[src/rtl/pipeline_ctrl.sv]
// Stall/flush sequencer: merges load-use, branch, slow-MEM and ECALL waits into per-register enables/flushes.
// Latency: enables/flushes are combinational from state + inputs; state, timer and counters update on the next edge.
// Backpressure: a MEM wait freezes PC..EX/MEM, an ECALL wait freezes PC..ID/EX; a memory timeout freezes everything until rst.
module pipeline_ctrl #(
    parameter int MEM_TIMEOUT = 255,
    parameter int CNT_W       = 32
) (
    input  logic             clk,
    input  logic             rst,
    input  logic             ld_stall,
    input  logic             br_taken,
    input  logic             mem_req,
    input  logic             mem_ready,
    input  logic             ecall_ex,
    input  logic             io_confirm,
    output logic             pc_en,
    output logic             if_id_en,
    output logic             id_ex_en,
    output logic             ex_mem_en,
    output logic             mem_wb_en,
    output logic             if_id_flush,
    output logic             id_ex_flush,
    output logic             ex_mem_flush,
    output logic             mem_wb_flush,
    output logic             ecall_busy,
    output logic             fault,
    output logic [CNT_W-1:0] stall_cycles
);

    localparam int TMR_W = (MEM_TIMEOUT < 2) ? 1 : $clog2(MEM_TIMEOUT + 1);
    localparam logic [TMR_W-1:0] TMR_MAX = TMR_W'(MEM_TIMEOUT);

    typedef enum logic [1:0] {
        RUN        = 2'd0,
        MEM_WAIT   = 2'd1,
        ECALL_WAIT = 2'd2,
        FAULT_ST   = 2'd3
    } state_t;

    state_t           state, state_nxt;
    logic [TMR_W-1:0] timer, timer_nxt;

    always_ff @(posedge clk) begin
        if (rst) begin
            state <= RUN;
            timer <= '0;
        end else begin
            state <= state_nxt;
            timer <= timer_nxt;
        end
    end

    always_comb begin
        state_nxt = state;
        timer_nxt = timer;
        unique case (state)
            RUN: begin
                if (mem_req) begin
                    if (!mem_ready) begin
                        state_nxt = MEM_WAIT;
                        timer_nxt = TMR_W'(1);
                    end
                end else if (ecall_ex) begin
                    state_nxt = ECALL_WAIT;
                end
            end
            MEM_WAIT: begin
                if (mem_ready) begin
                    state_nxt = RUN;
                    timer_nxt = '0;
                end else if (timer >= TMR_MAX) begin
                    state_nxt = FAULT_ST;
                end else begin
                    timer_nxt = timer + TMR_W'(1);
                end
            end
            ECALL_WAIT: begin
                if (io_confirm) state_nxt = RUN;
            end
            FAULT_ST: state_nxt = FAULT_ST;
            default:  state_nxt = RUN;
        endcase
    end

    // Enables are not masked by flushes; the datapath gives a flush precedence over its register's enable.
    always_comb begin
        pc_en        = 1'b1;
        if_id_en     = 1'b1;
        id_ex_en     = 1'b1;
        ex_mem_en    = 1'b1;
        mem_wb_en    = 1'b1;
        if_id_flush  = 1'b0;
        id_ex_flush  = 1'b0;
        ex_mem_flush = 1'b0;
        mem_wb_flush = 1'b0;
        ecall_busy   = 1'b0;
        fault        = 1'b0;
        if (!rst) begin
            unique case (state)
                RUN: begin
                    if (mem_req) begin
                        if (!mem_ready) begin
                            pc_en        = 1'b0;
                            if_id_en     = 1'b0;
                            id_ex_en     = 1'b0;
                            ex_mem_en    = 1'b0;
                            mem_wb_flush = 1'b1;
                        end
                    end else if (ecall_ex) begin
                        pc_en        = 1'b0;
                        if_id_en     = 1'b0;
                        id_ex_en     = 1'b0;
                        ex_mem_flush = 1'b1;
                    end else if (br_taken) begin
                        if_id_flush = 1'b1;
                        id_ex_flush = 1'b1;
                    end else if (ld_stall) begin
                        pc_en       = 1'b0;
                        if_id_en    = 1'b0;
                        id_ex_flush = 1'b1;
                    end
                end
                MEM_WAIT: begin
                    if (!mem_ready) begin
                        pc_en        = 1'b0;
                        if_id_en     = 1'b0;
                        id_ex_en     = 1'b0;
                        ex_mem_en    = 1'b0;
                        mem_wb_flush = 1'b1;
                    end
                end
                ECALL_WAIT: begin
                    ecall_busy = 1'b1;
                    if (!io_confirm) begin
                        pc_en        = 1'b0;
                        if_id_en     = 1'b0;
                        id_ex_en     = 1'b0;
                        ex_mem_flush = 1'b1;
                    end
                end
                FAULT_ST: begin
                    pc_en     = 1'b0;
                    if_id_en  = 1'b0;
                    id_ex_en  = 1'b0;
                    ex_mem_en = 1'b0;
                    mem_wb_en = 1'b0;
                    fault     = 1'b1;
                end
                default: ;
            endcase
        end
    end

    // Frozen cycles after a fault are not counted so the count reflects real stall cost.
    always_ff @(posedge clk) begin
        if (rst) begin
            stall_cycles <= '0;
        end else if (!pc_en && state != FAULT_ST && stall_cycles != {CNT_W{1'b1}}) begin
            stall_cycles <= stall_cycles + CNT_W'(1);
        end
    end

endmodule
[config.mk]
export PLATFORM = sky130hd
export DESIGN_NAME = pipeline_ctrl
export DESIGN_NICKNAME = d
export VERILOG_FILES = /design/src/rtl/pipeline_ctrl.sv
export SDC_FILE = /design/constraint.sdc
export NUM_CORES = 1
export LEC_CHECK = 0
export BUFFER_PORTS_ARGS = -buffer_cell sky130_fd_sc_hd__buf_4
export CAP_MARGIN = 0
export CORE_MARGIN = 10
export CORE_UTILIZATION = 25
export DETAILED_ROUTE_END_ITERATION = 7
export GPL_ROUTABILITY_DRIVEN = 0
export PLACE_DENSITY_LB_ADDON = 0.1
export SLEW_MARGIN = 30
export SYNTH_ARGS = -nofsm -noshare
export SYNTH_HDL_FRONTEND = slang
export SYNTH_SLANG_ARGS = --single-unit
[constraint.sdc]
create_clock -name clk -period 3.25 [get_ports clk]
set_clock_uncertainty 0.15 [all_clocks]
set_input_delay 0.325 -clock clk [delete_from_list [all_inputs] [get_ports clk]]
set_output_delay 0.325 -clock clk [all_outputs]
set_load 0.01 [all_outputs]
== After elaboration in Yosys (flattened, before gate mapping) ==
Index checks and enable logic that the tools add are counted.

* Output and inout bits: 43
* Bits of input ports: 8
* Word-level logic and storage cells: 78
* Bits in registers: 42

* Add/subtract/negate cells: 2
* Reductions and logical operators: 7
* Equal/unequal tests: 12
* Order comparisons: 1
* Mux-type cells: 53

{| class="wikitable"
|+ Operators with widths
! kind !! count
|-
| two-way mux 1 bit || 36
|-
| adder 32 x 1 -> 32 bit, second input constant || 1
|-
| two-way mux 8 bit || 4
|-
| inequality test 32 bit, second input constant || 1
|-
| case mux 8 bit (2 select lines) || 1
|-
| two-way mux 2 bit || 6
|-
| inequality test 3 bit, second input constant || 4
|-
| adder 8 x 1 -> 8 bit, second input constant || 1
|-
| greater-or-equal comparator 8 bit, second input constant || 1
|-
| inequality test 2 bit, second input constant || 4
|-
| case mux 1 bit (4 select lines) || 2
|-
| case mux 2 bit (4 select lines) || 1
|-
| AND reduction 4 bit || 2
|-
| == test 2 bit, second input constant || 2
|-
| case mux 1 bit (2 select lines) || 2
|-
| case mux 1 bit (3 select lines) || 1
|-
| == test 2 x 1 -> 1 bit, second input constant || 1
|-
| logical AND 1 bit || 2
|-
| zero test 2 bit || 1
|-
| nonzero test 2 bit || 1
|-
| zero test 1 bit || 1
|}

== Longest topological paths before layout ==
* Word-level depth: 9
* Mapped depth: 8
* Gate-level depth less buffers: 6

== Worst setup path after synthesis ==
No wires, ideal clock.

* Path kind: flip-flop to flip-flop
* Start: register stall_cycles[0]
* End: register stall_cycles[23]
* Data arrival time: 1743 ps
* Required time: 2985 ps
* Library setup time: 115 ps
* Cell stages (with the launch flop): 8
* Clock period less this slack: 2007 ps
* Slack: 1243 ps
* Cells stage by stage: dfxtp_1 ha_1 and4_1 nand4_1 nor2_1 clkbuf_1 nor4_1 o21a_1

* Longest elaborated chain between the ends: 2
* Elaborated cells on any way between the ends: 3
* Classes of those cells: add/sub: 1; eq/ne: 1; reduce/logical: 1

{| class="wikitable"
|+ RTL lines
! element !! RTL line !! source
|-
| from (decl) || 27 || <nowiki>output logic [CNT_W-1:0] stall_cycles</nowiki>
|-
| from (signal assigned) || 159 || <nowiki>stall_cycles <= stall_cycles + CNT_W'(1);</nowiki>
|-
| parallel branches: the longest is 2 deep, another holds adder 32 x 1 -> 32 bit || n/a ||
|}

Several ways; the timed one is not identified.
A chain may end at the register's enable or synchronous reset.

== Worst setup path after layout ==
* Start: register state[1]
* End: register stall_cycles[31]

* Longest elaborated chain between the ends: 6
* Elaborated cells on any way between the ends: 10
* Classes of those cells: eq/ne: 4; mux: 2; reduce/logical: 4

{| class="wikitable"
|+ RTL lines
! element !! RTL line !! source
|-
| from (decl) || 40 || <nowiki>state_t state, state_nxt;</nowiki>
|-
| from (signal assigned) || 48 || <nowiki>state <= state_nxt;</nowiki>
|-
| == test 2 bit (tied with other cells) || 99 || <nowiki>unique case (state)</nowiki>
|-
| case mux 1 bit (4 select lines) || 99 ||
|-
| two-way mux 1 bit || 98 || <nowiki>if (!rst) begin</nowiki>
|-
| zero test 1 bit || 158 || <nowiki>end else if (!pc_en && state != FAULT_ST && stall_cycles != {CNT_W{1'b1}}) begin</nowiki>
|-
| logical AND 1 bit * (2 in series) || 158 ||
|}

Mark *: on every way between the ends. The rest lies on a longest branch, timed or not.

==> results.md <==
- Setup-failing EPs final: 0
- First-pass GRT wire length: 11.2 mm
- PortBufs: 50
- Max-slew headroom at the worst pin: 43.0%
- Final slew viol count: 0
- Vias in the first global route: 2,170
- Post-synth EDFFs: 0
- Syn Nets: 296
- Area grow syn2layout: 23.8%
- Final setup margin: 0.640 ns
- CP max FO: 16
- CTS Buf Count: 5
- Share of the synthesized area in the top cell type: 35.8%
- Peak VDD IR: 0.186 mV
- Nets: 339
- Critical path type: reg2reg
- Skew-Pair Late Insertion Delay: 0.30 ns
- Cell taking the most area after synthesis: dfxtp_1
- Initial Utilization: 25.5%
- Final period utilization: 80.3%
- Number of vias per cell: 5.27
- Fin crit period: 2.61 ns
- Worst Path Required: 3.34 ns
- DP Wirelength: 4.95 mm
- Drt wl/cell: 15.2 um
- Num rows: 35
- Clock sinks: 42
- Worst-margin pin slew: 0.851 ns
- Largest net degree at the start of global routing: 37
- Routed Antenna Nets: 0
- Largest cells by area after synthesis: dfxtp_1, or4_1, a21oi_1, o31ai_1, nand2_1
- Share of cells above drive strength 1: 20.7%
- DRT Wirelength: 6.70 mm
- Fraction of registers with async set or reset after synthesis: 0%
- Max-capacitance violation count: 0
- Fmax: 0.383 GHz
- Critical Path AT: 2.70 ns
- Vias: 2,317
- Post-synthesis cell type count: 52
- CTS tree: built
- Gr usage total: 10.1%
- Top FF cell, synth: dfxtp_1
- # IOs: 51
- RSZ-0062 raised after global routing: no
- Iter 0 DRT Violations: 90
- Clock root buffer master: clkbuf_8
- Total setup buffers inserted after CTS: 0
- Area taken by flip-flops and latches: 841 um2
- Bufs on Longest Clock Path: 2
- Area of the multi-input gates: 1400 um2
- P_leak: 0.972 nW
- Post-CTS sizing: 0
- First drt pass iteration count: 4
- Total negative slack: 0 ns
- Synthesis Warnings: 0
- Pwr dens: 372 nW/um2
- Post-place setup slack: 0.680 ns
- Core area: 9200 um2
- Post-CTS Hold Buffers: 0
- Syn Area/Cell: 8.20 um2
- Fill cell count: 1,012
- Status: finished, final reports clean
- Hold Crit Class: in2reg
- Chip Height: 117 um
- Seq cells post-synth: 42
- Clock slew at reported path FFs: 0.09 ns
- Post-route DRC: 0
- Nature of the critical path endpoint: register
- Initial antenna violation count: 0
- H-Tree Depth: 2
- Die extent in x: 117 um
- Post-Synthesis Cells: 286
- Inserted Diodes: 0
- Startpoint types: register
- Synthesized area: 2350 um2
- Overflow after GRT: 0
- Sequential share of the synthesized area: 35.8%
- DIE AREA: 13,700 um2
- Fin. Hold Viols: 0
[flip-flops by register name, summed over array words and instances, names as in the netlist]
| name | cells |
|---|---|
| stall_cycles | 32 |
| timer | 8 |
| state | 2 |
[power breakdown]
part           internal (W)  switching, W
logic             0.0000436     0.0000595
registers          0.000522     0.0000135
clock network      0.000246      0.000196
[cell usage in the layout, fill, tap and decap left out, types with 2 or more instances in the layout]
| master | count |
|---|---|
| nor3_1 | 7 |
| o21a_1 | 2 |
| nor3b_1 | 2 |
| clkbuf_8 | 6 |
| buf_4 | 51 |
| a21oi_1 | 26 |
| and3_1 | 3 |
| or4_1 | 19 |
| nor3_2 | 2 |
| o41ai_1 | 5 |
| nor2b_1 | 4 |
| ha_1 | 2 |
| xnor2_1 | 6 |
| or3_1 | 5 |
| dfxtp_1 | 42 |
| and4_1 | 4 |
| o21ai_1 | 3 |
| nor2_1 | 21 |
| o21ai_0 | 8 |
| mux2_2 | 2 |
| nand2_1 | 22 |
| o31ai_1 | 17 |
| nand4_1 | 8 |
| o311ai_0 | 6 |
| nor4_1 | 8 |
| o31a_1 | 2 |
| inv_1 | 8 |
| nand3_1 | 16 |
[routing by layer]
metal	track usage [%]	vias up	share of wire, %
met2	15.6	48	44
met5	0	-	0
li1	-	1187	-
met3	3.21	8	5.9
met1	12.9	1074	49
met4	3.21	0	1.1
[final timing paths]
kind	start	end	slack [ns]	depth (start not counted)
max	state[1]	stall_cycles[31]	0.64	5
min	mem_ready	timer[0]	0.24	4
max reg2reg	state[1]	stall_cycles[31]	0.64	5
min reg2reg	stall_cycles[14]	stall_cycles[14]	0.35	2
[final cells by class]
class / count / share of cell area, %
multi-input cells: 220 / 48.1
flip-flops and latches: 42 / 28.9
repair buffers: 51 / 13.2
well taps: 111 / 4.78
clock buffers: 6 / 2.84
inverters: 9 / 1.16
clock inverters: 1 / 1.03
[logic make-up (layout without fill, tap and decap cells)]
kind of cell               count (synthesis)  in the layout  share of synthesized area, %
adders and majority gates                  2              2                          1.07
xor gates and xnor gates                   6              6                          2.24
buffers and inverters                     24             67                          4.64
and+or+nand+nor                          134            134                          33.2
DFF                                       42             42                          35.8
muxes                                      3              3                          1.39
AOI/OAI and AO/OA                         75             75                          21.7
[per-stage QoR]
stage / std cells / hold slack (ns) / total power [W] / util (%) / cell area [um2]
final: 440 / 0.239 / 0.00108 / 31.6 / 2910
after global routing: 440 / 0.277 / 0.00113 / 31.6 / 2910
after CTS: 440 / 0.217 / 0.00110 / 31.6 / 2910
after detailed placement: 433 / 0.340 / 0.000652 / 30.4 / 2790
after global placement: 433 / 0.343 / 0.000652 / 30.4 / 2790
after floorplan: 286 / 0.333 / 0.000610 / - / 2350
[cells in the mapped netlist (2+ instances only)]
cell and n:
nor3_1 7, and3_1 3, nor3_2 2, o21ai_0 8
o21ai_1 3, nor2_1 21, o21a_1 2, nand3_1 16
xnor2_1 6, clkbuf_1 6, and4_1 4, buf_2 6
nand2_1 22, or3_1 5, mux2_2 2, ha_1 2
nand4_1 8, inv_1 8, nor2b_1 4, or4_1 19
o31ai_1 17, o41ai_1 5, a21oi_1 26, nor4_1 8
nor3b_1 2, o311ai_0 6, o31a_1 2, dfxtp_1 42
[worst max-delay path, stage by stage (launching register included)]
cell	delay, ns
dfxtp_1	0.58
nor2b_1	0.16
a211oi_4	0.38
nand4_1	0.51
or4_1	0.63
a21oi_1	0.14
No activity file was read; power rests on OpenSTA's default activity.
